File: config.mk
export PLATFORM = sky130hd
export DESIGN_NAME = uart_frame_receiver_flat
export DESIGN_NICKNAME = d
export VERILOG_FILES = /design/src/rtl/uart_pkg.sv /design/src/rtl/uart_frame_receiver_if.sv /design/src/rtl/uart_rx_byte.sv /design/src/rtl/uart_frame_receiver.sv /design/src/flat_wrapper.sv
export SDC_FILE = /design/constraint.sdc
export NUM_CORES = 1
export LEC_CHECK = 0
export CAP_MARGIN = 30
export CORE_ASPECT_RATIO = 1.25
export CORE_MARGIN = 10
export CORE_UTILIZATION = 55
export DETAILED_ROUTE_END_ITERATION = 8
export GPL_ROUTABILITY_DRIVEN = 0
export PLACE_DENSITY = 0.75
export SLEW_MARGIN = 20
export SYNTH_ARGS = -nofsm -noshare
export SYNTH_HDL_FRONTEND = slang
export SYNTH_SLANG_ARGS = --single-unit
File: constraint.sdc
create_clock -name clk -period 2.55 [get_ports clk]
set_input_delay 0.51 -clock clk [delete_from_list [all_inputs] [get_ports clk]]
set_output_delay 0.51 -clock clk [all_outputs]
set_load 0.01 [all_outputs]
File: src/rtl/uart_pkg.sv
// Shared 8N1 UART definitions used by both the transmitter and the receiver.
// Contents: byte-FSM state encoding, frame constants, baud divisor helper.
// No logic of its own; imported with import uart_pkg::*.
package uart_pkg;

    // Receiver byte-FSM states.
    typedef enum logic [2:0] {
        RX_IDLE  = 3'd0,
        RX_START = 3'd1,
        RX_DATA  = 3'd2,
        RX_STOP  = 3'd3,
        RX_BREAK = 3'd4
    } rx_state_e;

    // 8N1 framing.
    localparam int DATA_BITS = 8;
    localparam int STOP_BITS = 1;

    // Clock cycles per bit time (integer division; callers need a result >= 4).
    function automatic int clks_per_bit(input int clk_freq, input int baud);
        return clk_freq / baud;
    endfunction

endpackage

File: src/rtl/uart_frame_receiver_if.sv
// Line-side/consumer bundle of the UART word receiver.
// Ports: RxD (serial in), data/data_valid (word out), frame_error, busy.
// master = the side driving RxD and consuming words; slave = the receiver.
interface uart_frame_receiver_if #(
    parameter int W = 24
);
    logic         RxD;
    logic [W-1:0] data;
    logic         data_valid;
    logic         frame_error;
    logic         busy;

    modport master (
        output RxD,
        input  data,
        input  data_valid,
        input  frame_error,
        input  busy
    );

    modport slave (
        input  RxD,
        output data,
        output data_valid,
        output frame_error,
        output busy
    );
endinterface

File: src/rtl/uart_rx_byte.sv
// Purpose: synchronise RxD and deserialise one 8N1 byte; byte_valid/stop_err are combinational pulses in the stop-sample cycle.
// Latency: 2-cycle synchronizer, stop bit sampled 9.5 bit times after the synchronized start edge.
// Backpressure: none; the consumer must take byte_out in the byte_valid cycle.
module uart_rx_byte
    import uart_pkg::*;
#(
    parameter int CPB = 16
) (
    input  logic       clk,
    input  logic       rst_n,
    input  logic       rx_i,
    output logic [7:0] byte_out,
    output logic       byte_valid,
    output logic       stop_err,
    output logic       idle
);

    localparam int CW = (CPB > 1) ? $clog2(CPB) : 1;
    localparam logic [CW-1:0] HALF_M1 = CW'(CPB / 2 - 1);
    localparam logic [CW-1:0] FULL_M1 = CW'(CPB - 1);
    localparam logic [2:0]    LAST_BIT = 3'(DATA_BITS - 1);

    localparam logic [2:0] S_IDLE  = 3'(RX_IDLE);
    localparam logic [2:0] S_START = 3'(RX_START);
    localparam logic [2:0] S_DATA  = 3'(RX_DATA);
    localparam logic [2:0] S_STOP  = 3'(RX_STOP);
    localparam logic [2:0] S_BREAK = 3'(RX_BREAK);

    logic          rx_meta_q, rx_s_q;
    logic [2:0]    state_q, state_d;
    logic [CW-1:0] cnt_q, cnt_d;
    logic [2:0]    bit_q, bit_d;
    logic [7:0]    shift_q, shift_d;

    // Two-flop synchronizer; resets to the idle (mark) level.
    always_ff @(posedge clk or negedge rst_n) begin
        if (!rst_n) begin
            rx_meta_q <= 1'b1;
            rx_s_q    <= 1'b1;
        end else begin
            rx_meta_q <= rx_i;
            rx_s_q    <= rx_meta_q;
        end
    end

    always_comb begin
        state_d    = state_q;
        cnt_d      = cnt_q;
        bit_d      = bit_q;
        shift_d    = shift_q;
        byte_valid = 1'b0;
        stop_err   = 1'b0;
        case (state_q)
            S_IDLE: begin
                if (!rx_s_q) begin
                    cnt_d   = '0;
                    bit_d   = '0;
                    state_d = S_START;
                end
            end
            S_START: begin
                // Half a bit in: still low means a real start bit; high is a glitch.
                if (cnt_q == HALF_M1) begin
                    cnt_d   = '0;
                    state_d = rx_s_q ? S_IDLE : S_DATA;
                end else begin
                    cnt_d = cnt_q + CW'(1);
                end
            end
            S_DATA: begin
                if (cnt_q == FULL_M1) begin
                    cnt_d   = '0;
                    shift_d = {rx_s_q, shift_q[7:1]};   // LSB arrives first
                    if (bit_q == LAST_BIT) begin
                        state_d = S_STOP;
                    end else begin
                        bit_d = bit_q + 3'd1;
                    end
                end else begin
                    cnt_d = cnt_q + CW'(1);
                end
            end
            S_STOP: begin
                if (cnt_q == FULL_M1) begin
                    cnt_d = '0;
                    if (rx_s_q) begin
                        byte_valid = 1'b1;
                        state_d    = S_IDLE;
                    end else begin
                        stop_err = 1'b1;
                        state_d  = S_BREAK;
                    end
                end else begin
                    cnt_d = cnt_q + CW'(1);
                end
            end
            S_BREAK: begin
                // Hold off until the line returns to mark so a stuck-low line is not read as 0x00s.
                if (rx_s_q) begin
                    state_d = S_IDLE;
                end
            end
            default: state_d = S_IDLE;
        endcase
    end

    always_ff @(posedge clk or negedge rst_n) begin
        if (!rst_n) begin
            state_q <= S_IDLE;
            cnt_q   <= '0;
            bit_q   <= '0;
            shift_q <= '0;
        end else begin
            state_q <= state_d;
            cnt_q   <= cnt_d;
            bit_q   <= bit_d;
            shift_q <= shift_d;
        end
    end

    assign byte_out = shift_q;
    assign idle     = (state_q == S_IDLE);

endmodule

File: src/rtl/uart_frame_receiver.sv
// Purpose: 8N1 receiver assembling BYTES bytes into a word (first byte MSB), with inter-byte timeout.
// Latency: data/data_valid and frame_error registered, 1 cycle after the stop-bit sample.
// Backpressure: none; data is overwritten by the next completed word.
module uart_frame_receiver
    import uart_pkg::*;
#(
    parameter int CLK_FREQ     = 100_000_000,
    parameter int BAUD         = 9600,
    parameter int BYTES        = 3,
    parameter int TIMEOUT_BITS = 20
) (
    input  logic                 clk,
    input  logic                 rst_n,
    uart_frame_receiver_if.slave rx_if
);

    localparam int CPB      = clks_per_bit(CLK_FREQ, BAUD);
    localparam int W        = DATA_BITS * BYTES;
    localparam int TO_LIMIT = TIMEOUT_BITS * CPB;
    localparam int TW       = (TO_LIMIT > 1) ? $clog2(TO_LIMIT) : 1;
    localparam int BCW      = $clog2(BYTES + 1);
    localparam logic [TW-1:0]  TO_M1    = TW'(TO_LIMIT - 1);
    localparam logic [BCW-1:0] LAST_IDX = BCW'(BYTES - 1);

    logic [7:0]     byte_out;
    logic           byte_valid, stop_err, idle;

    logic [W-1:0]   shreg_q, shreg_d;
    logic [W-1:0]   data_q, data_d;
    logic [BCW-1:0] byte_cnt_q, byte_cnt_d;
    logic [TW-1:0]  to_cnt_q, to_cnt_d;
    logic           data_valid_q, data_valid_d;
    logic           frame_error_q, frame_error_d;
    logic [W-1:0]   word_next;

    uart_rx_byte #(.CPB(CPB)) u_rx_byte (
        .clk        (clk),
        .rst_n      (rst_n),
        .rx_i       (rx_if.RxD),
        .byte_out   (byte_out),
        .byte_valid (byte_valid),
        .stop_err   (stop_err),
        .idle       (idle)
    );

    // Drop the oldest byte off the top; new byte enters at the bottom.
    assign word_next = W'({shreg_q, byte_out});

    always_comb begin
        shreg_d       = shreg_q;
        data_d        = data_q;
        byte_cnt_d    = byte_cnt_q;
        to_cnt_d      = to_cnt_q;
        data_valid_d  = 1'b0;
        frame_error_d = 1'b0;

        // Idle timer: held at zero outside IDLE so every return to IDLE restarts it.
        if (!idle) begin
            to_cnt_d = '0;
        end else if (byte_cnt_q != '0) begin
            if (to_cnt_q == TO_M1) begin
                byte_cnt_d = '0;
                to_cnt_d   = '0;
            end else begin
                to_cnt_d = to_cnt_q + TW'(1);
            end
        end

        // byte_valid/stop_err only fire outside IDLE, so they never race the timeout.
        if (byte_valid) begin
            if (byte_cnt_q == LAST_IDX) begin
                data_d       = word_next;
                data_valid_d = 1'b1;
                byte_cnt_d   = '0;
            end else begin
                shreg_d    = word_next;
                byte_cnt_d = byte_cnt_q + BCW'(1);
            end
        end else if (stop_err) begin
            frame_error_d = 1'b1;
            byte_cnt_d    = '0;
        end
    end

    always_ff @(posedge clk or negedge rst_n) begin
        if (!rst_n) begin
            shreg_q       <= '0;
            data_q        <= '0;
            byte_cnt_q    <= '0;
            to_cnt_q      <= '0;
            data_valid_q  <= 1'b0;
            frame_error_q <= 1'b0;
        end else begin
            shreg_q       <= shreg_d;
            data_q        <= data_d;
            byte_cnt_q    <= byte_cnt_d;
            to_cnt_q      <= to_cnt_d;
            data_valid_q  <= data_valid_d;
            frame_error_q <= frame_error_d;
        end
    end

    assign rx_if.data        = data_q;
    assign rx_if.data_valid  = data_valid_q;
    assign rx_if.frame_error = frame_error_q;
    assign rx_if.busy        = !idle || (byte_cnt_q != '0);

endmodule

File: src/flat_wrapper.sv
// flat-port wrapper written by rule: the top's interface ports become plain ports
module uart_frame_receiver_flat import uart_pkg::*;
#(
    parameter int CLK_FREQ     = 100_000_000,
    parameter int BAUD         = 9600,
    parameter int BYTES        = 3,
    parameter int TIMEOUT_BITS = 20
)
  (clk, rst_n, rx_if_RxD, rx_if_data, rx_if_data_valid, rx_if_frame_error, rx_if_busy);
  uart_frame_receiver_if #(.W(24)) rx_if_i ();
  input  logic clk;
  input  logic rst_n;
  input wire logic [$bits(rx_if_i.RxD)-1:0] rx_if_RxD;
  output wire logic [$bits(rx_if_i.data)-1:0] rx_if_data;
  output wire logic [$bits(rx_if_i.data_valid)-1:0] rx_if_data_valid;
  output wire logic [$bits(rx_if_i.frame_error)-1:0] rx_if_frame_error;
  output wire logic [$bits(rx_if_i.busy)-1:0] rx_if_busy;
  assign rx_if_i.RxD = rx_if_RxD;
  assign rx_if_data = rx_if_i.data;
  assign rx_if_data_valid = rx_if_i.data_valid;
  assign rx_if_frame_error = rx_if_i.frame_error;
  assign rx_if_busy = rx_if_i.busy;
  uart_frame_receiver #(.CLK_FREQ(CLK_FREQ), .BAUD(BAUD), .BYTES(BYTES), .TIMEOUT_BITS(TIMEOUT_BITS)) u_core (.clk(clk), .rst_n(rst_n), .rx_if(rx_if_i));
endmodule
==> results of run 1 <==
[routing by layer]
layer | GRT usage | wire [um]
met5 | 0 | 0
met4 | 0.0563 | 81
met3 | 0.0358 | 300
met2 | 0.256 | 4220
met1 | 0.175 | 3550
[through the flow]
stage	instances	worst slack (ns)	instance area [um2]	hold WS (ns)	util
after floorplan	360	0.185	4130	0.214	-
after global placement	483	0.171	4620	0.361	0.628
after detailed placement	483	0.130	4620	0.360	0.628
after CTS	499	0.0783	4830	0.159	0.656
after global routing	499	0.00427	4840	0.171	0.658
final	499	0.104	4840	0.149	0.658
[area by class of cell]
| type | count | area share |
|---|---|---|
| clock buffer | 10 | 0.0264 |
| clock inverter | 6 | 0.0147 |
| tap | 92 | 0.0238 |
| multi-input combinational | 243 | 0.361 |
| sequential | 92 | 0.476 |
| timing repair buffer | 45 | 0.0895 |
| inverter | 11 | 0.00853 |
[registers in the layout, summed over array words and instances (netlist names)]
signal	flops
u_core.rx_if.data	24
u_core.u_rx_byte.rx_meta_q	1
u_core.to_cnt_q	18
u_core.rx_if.data_valid	1
u_core.u_rx_byte.rx_s_q	1
u_core.shreg_q	16
u_core.rx_if.frame_error	1
u_core.u_rx_byte.state_q	3
u_core.u_rx_byte.byte_out	8
u_core.u_rx_byte.cnt_q	14
u_core.byte_cnt_q	2
u_core.u_rx_byte.bit_q	3
[worst max-delay path, stage by stage (launching register included)]
cell and delay, ns:
dfrtp_1 0.39, or3_4 0.42, nor3_4 0.23, inv_1 0.08, clkdlybuf4s50_1 0.48
[cell families after synthesis]
| group | Yosys count | share of synthesized area |
|---|---|---|
| AOI/OAI and AO/OA | 78 | 0.121 |
| adders and majority gates | 4 | 0.0121 |
| muxes | 51 | 0.139 |
| buffers and inverters | 25 | 0.0239 |
| DFF | 92 | 0.558 |
| and+or+nand+nor | 109 | 0.145 |
| xor gates and xnor gates | 1 | 0.00212 |
[placed cells by master (no fill, tap or decap), types with 4 or more instances in the layout]
master / synthesis / routed
a21oi_1: 21 / 21
a22o_1: 6 / 6
a31oi_1: 17 / 17
and3_1: 5 / 5
buf_4: 1 / 15
clkbuf_8: 0 / 9
clkdlybuf4s50_1: 0 / 28
dfrtp_1: 90 / 90
ha_1: 4 / 4
inv_1: 11 / 11
mux2_2: 50 / 50
nand2_1: 21 / 21
nand2b_1: 5 / 5
nand3_1: 17 / 17
nand4_1: 8 / 8
nor2_1: 18 / 18
nor3_1: 9 / 8
o21ai_0: 14 / 14
[path summary, 6_finish.rpt]
kind,end,cells after the start,startpoint,slack [ns]
max,rx_if_busy,4,u_core.u_rx_byte.state_q[1],0.10
min,u_core.rx_if.data[22],1,rst_n,0.15
max reg2reg,u_core.u_rx_byte.cnt_q[7],6,u_core.u_rx_byte.cnt_q[5],0.12
min reg2reg,u_core.u_rx_byte.rx_s_q,0,u_core.u_rx_byte.rx_meta_q,0.38
max in group asynchronous,u_core.u_rx_byte.rx_s_q,2,rst_n,1.69
min in group clk,u_core.u_rx_byte.rx_s_q,0,u_core.u_rx_byte.rx_meta_q,0.38
[power groups by stage]
stage / clock (mW) / sequential, mW / combinational (mW)
final: 0.984 / 1.46 / 0.0344
after floorplan: 0 / 1.49 / 0.00313
after detailed placement: 0 / 1.49 / 0.0370
after global routing: 1.08 / 1.46 / 0.0410
after global placement: 0 / 1.49 / 0.0364
after CTS: 1.01 / 1.46 / 0.0370
[repair_timing]
item / in CTS / in global routing
pin swaps: 0 / 1
setup buffers: 0 / 0
resized for setup: 1 / 2
endpoints found under the hold margin: 0 / 0
setup endpoints to repair: 1 / 1
==> results.ini, run 1 <==
[yosys]
async_reset_ff_frac=1.00
synth-edff-count=0
yosysSeqAreaShare=0.558
postSynthAreaPerCell_um2=11.5
synth_top_area_share=0.545
syn_nets=367
ys_seq_elements=92
synth.top_cells.by_count=90 x dfrtp_1, 50 x mux2_2, 21 x a21oi_1, 21 x nand2_1, 18 x nor2_1
ys_top_cells_by_area=dfrtp_1 54%, mux2_2 14%, a31oi_1 2.6%
synthFlopType=dfrtp_1
syn_inst=360
yosysWarnings=0
ys_types=50
yosysMostFrequentCell=dfrtp_1
yosysTopAreaCell=dfrtp_1
synth.cell_area_um2=4130

[drt]
drt_pass1_iterations=4
totalWireLength_um=8150
detail-route-antenna-nets=0
vias_per_cell=5.86
vias=2925
drt_iter0_markers=140
remaining_drc_errors=0
routedWlPerCell_um=16.3

[worst_setup_path]
crit_fanout=4
crit_arrival_ns=1.94
endpoint_kind=primary output
worstPathRequired_ns=2.04
crit_type=flop to primary output
start_kind=flop

[finish]
layout.nets=409
multi_input_area_um2=1750
area_growth_pct=17.1
regArea_um2=2300
n_antenna_cell=0
drive_above_1_share=0.224
nFillCells=555

[cts]
h-tree-depth=3
clock-sinks=92
clock-root-buffer=clkbuf_8
clk_path_buf_depth=2
clk_latency_ns=0.35
ctsHoldBuffers=0
cts_tree=yes
numCtsBuffers=9
clk_pin_slew_ns=0.09

[sta]
tns_ns=0
slew_headroom=0.533
tightest_slew_ns=0.701
max_freq_mhz=409
rsz0062_at_grt=false
min_period_ns=2.45
finalMaxSlewViolations=0
setup_violations=0
layout_worst_path_cycle_share=0.959
finClkSkew_ns=0.0148
final_hold_viol_count=0

[floorplan]
fp.coreArea_um2=7360
core.rowCount=35
die_y_um=117
dieArea_um2=11400
initial_core_util=0.562
die_x_um=97.5
ioPinCount=30

[power]
p_seq_frac=0.590
p_comb_frac=0.014
power.internal_mw=1.93
switchingPower_mw=0.553
pwr-share-clk=0.396
switching_share=0.223
power_leakage_nw=2.21
power_density_nw_per_um2=513
power_mw=2.48
ir_drop_mv=0.329

[global_route]
grt_max_degree=49
antenna_found_initial=0
grt_overflow=0
grt_pass1_wl_um=14100
grt_usage=0.148
grt_pass1_vias=2925

[placed_design]
dp_hpwl_um=5540
portBuffers=29

[outcome]
outcome=finished, final reports clean

[min_path]
hp-class=input pin to async pin

[run]
cap_violations=0

No activity file was read; power rests on OpenSTA's default activity.
==> run 2: changes to the inputs <==
--- a/config.mk
+++ b/config.mk
@@ -6,12 +6,14 @@
 export NUM_CORES = 1
 export LEC_CHECK = 0
 export CAP_MARGIN = 30
+export CELL_PAD_IN_SITES_DETAIL_PLACEMENT = 1
+export CELL_PAD_IN_SITES_GLOBAL_PLACEMENT = 2
 export CORE_ASPECT_RATIO = 1.25
 export CORE_MARGIN = 10
-export CORE_UTILIZATION = 55
+export CORE_UTILIZATION = 39
 export DETAILED_ROUTE_END_ITERATION = 8
 export GPL_ROUTABILITY_DRIVEN = 0
-export PLACE_DENSITY = 0.75
+export PLACE_DENSITY_LB_ADDON = 0.1
 export SLEW_MARGIN = 20
 export SYNTH_ARGS = -nofsm -noshare
 export SYNTH_HDL_FRONTEND = slang
==> run 2 against run 1 <==
Against the previous run: final cell count is 8.4% higher; count of clock-buffer cells in the layout is 1 lower; worst setup slack better by 0.046 ns; wire length is 16% higher.
==> results.ini, run 2 (same netlist as run 1, synthesis figures left out) <==
[worst_setup_path]
worstPathRequired_ns=2.04  ; about the same
crit_fanout=4  ; unchanged
crit_type=flop to primary output  ; unchanged
endpoint_kind=primary output  ; unchanged
start_kind=flop  ; unchanged
crit_arrival_ns=1.89  ; was 1.94 ns

[finish]
nFillCells=1087  ; was 555
area_growth_pct=21.5  ; was 17.1%
largest_reg_flops=24  ; unchanged
fin_area_um2=5020  ; was 4840 um2
final_cell_mix=90 x dfrtp_1, 50 x mux2_2, 28 x clkdlybuf4s50_1  ; unchanged
mostFrequentLayoutCell=dfrtp_1  ; unchanged
multi_input_area_um2=1750  ; about the same
layout.nets=414  ; was 409
regArea_um2=2300  ; unchanged
drive_above_1_share=0.238  ; was 0.224
n_antenna_cell=0  ; unchanged

[drt]
routedWlPerCell_um=17.5  ; was 16.3 um
detail-route-antenna-nets=0  ; unchanged
drt_pass1_iterations=4  ; unchanged
vias_per_cell=5.62  ; was 5.86
vias=3038  ; was 2925
drt_iter0_markers=90  ; was 140
totalWireLength_um=9470  ; was 8150 um
remaining_drc_errors=0  ; unchanged

[floorplan]
dieArea_um2=15100  ; was 11400 um2
ioPinCount=30  ; unchanged
die_x_um=112  ; was 97.5 um
core.rowCount=41  ; was 35
initial_core_util=0.405  ; was 0.562
die_y_um=135  ; was 117 um
fp.coreArea_um2=10200  ; was 7360 um2

[cts]
clk_path_buf_depth=2  ; unchanged
h-tree-depth=3  ; unchanged
clock-sinks=92  ; unchanged
cts_setup_buffers=0  ; unchanged
clk_latency_ns=0.35  ; about the same
ctsHoldBuffers=0  ; unchanged
cts_tree=yes  ; unchanged
clock-root-buffer=clkbuf_16  ; was clkbuf_8
clk_pin_slew_ns=0.07  ; was 0.09 ns
numCtsBuffers=9  ; unchanged

[sta]
setup_violations=0  ; unchanged
tns_ns=0  ; unchanged
max_freq_mhz=417  ; was 409 MHz
finClkSkew_ns=0.0121  ; was 0.0148 ns
layout_worst_path_cycle_share=0.941  ; was 0.959
slew_headroom=0.623  ; was 0.533
finalMaxSlewViolations=0  ; unchanged
timing.hold.ws_ns=0.153  ; was 0.149 ns
min_period_ns=2.40  ; was 2.45 ns
final_hold_viol_count=0  ; unchanged
tightest_slew_ns=0.565  ; was 0.701 ns
rsz0062_at_grt=false  ; unchanged

[global_route]
grt_overflow=0  ; unchanged
grt_usage=0.131  ; was 0.148
antenna_found_initial=0  ; unchanged
grt_pass1_wl_um=16500  ; was 14100 um
grt_pass1_vias=3249  ; was 2925
grt_max_degree=46  ; was 49

[outcome]
outcome=finished, final reports clean  ; unchanged

[power]
power_leakage_nw=2.28  ; was 2.21 nW
ir_drop_mv=0.322  ; was 0.329 mV
power_density_nw_per_um2=562  ; was 513 nW/um2

[placed_design]
dp_hpwl_um=6680  ; was 5540 um
portBuffers=29  ; unchanged
dpl_cell_area_um2=4710  ; was 4620 um2

[min_path]
hp-class=input pin to async pin  ; unchanged

[run]
cap_violations=0  ; unchanged

## run 2: cell count changes in the layout (fill, tap and decap cells not counted), sizes merged
cell / delta
inv: +3
clkinv: -1
buf: +5
clkbuf: -1
bufinv: -1
## run 2: per-stage QoR
step | utilization | power [mW] | worst slack (ns) | cells
2_1_floorplan | - | 1.49 | 0.185 | 360
3_3_place_gp | 0.461 | 1.53 | 0.219 | 525
3_5_place_dp | 0.461 | 1.53 | 0.176 | 525
4_1_cts | 0.491 | 2.87 | 0.0355 | 541
5_1_grt | 0.492 | 2.95 | 0.0236 | 541
6_report | 0.492 | 2.82 | 0.149 | 541
## run 2: power breakdown
part / leakage [nW] / internal (mW) / switching (mW)
sequential: 1.26 / 1.46 / 0.00287
clock: 0.138 / 0.689 / 0.632
combinational: 0.878 / 0.00599 / 0.0298
total: 2.28 / 2.16 / 0.665
## run 2: area by class of cell
class / count / area share
Clock buffer: 9 / 0.0449
Clock inverter: 7 / 0.0132
Inverter: 11 / 0.00822
Multi-Input combinational cell: 243 / 0.349
Sequential cell: 92 / 0.459
Tap cell: 129 / 0.0321
Timing Repair Buffer: 50 / 0.0937
## run 2: path summary, 6_finish.rpt
| path | start | end | slack (ns) | cells after the start |
|---|---|---|---|---|
| worst max-delay path | u_core.u_rx_byte.state_q[1] | rx_if_busy | 0.15 | 4 |
| min in group clk | u_core.u_rx_byte.rx_meta_q | u_core.u_rx_byte.rx_s_q | 0.36 | 0 |
| worst max register to register | u_core.u_rx_byte.cnt_q[5] | u_core.u_rx_byte.cnt_q[7] | 0.16 | 6 |
| worst min-delay path | rst_n | u_core.u_rx_byte.cnt_q[11] | 0.15 | 1 |
| max in group asynchronous | rst_n | u_core.u_rx_byte.rx_meta_q | 1.68 | 2 |
| worst min register to register | u_core.u_rx_byte.rx_meta_q | u_core.u_rx_byte.rx_s_q | 0.36 | 0 |
## run 2: repair_timing
| item | in CTS | in global routing |
|---|---|---|
| endpoints found under the setup margin | 1 | 11 |
| gates resized for setup | 2 | 2 |
| pin swaps | 0 | 0 |
| cloned | 0 | 0 |
| hold endpoints to repair | 0 | 0 |
## run 2: worst max-delay path, cell delays in order (launching register included)
cell             delay, ns
dfrtp_1               0.38
or3_4                 0.43
nor3_4                0.18
inv_1                 0.08
clkdlybuf4s50_1       0.48
## run 2: metal layers
layer / vias up / routed length [um] / GRT usage
met5: - / 0 / 0
met4: 0 / 116 / 0.0424
met3: 9 / 310 / 0.0337
met2: 27 / 4830 / 0.224
met1: 1558 / 4210 / 0.157
li1: 1444 / - / -
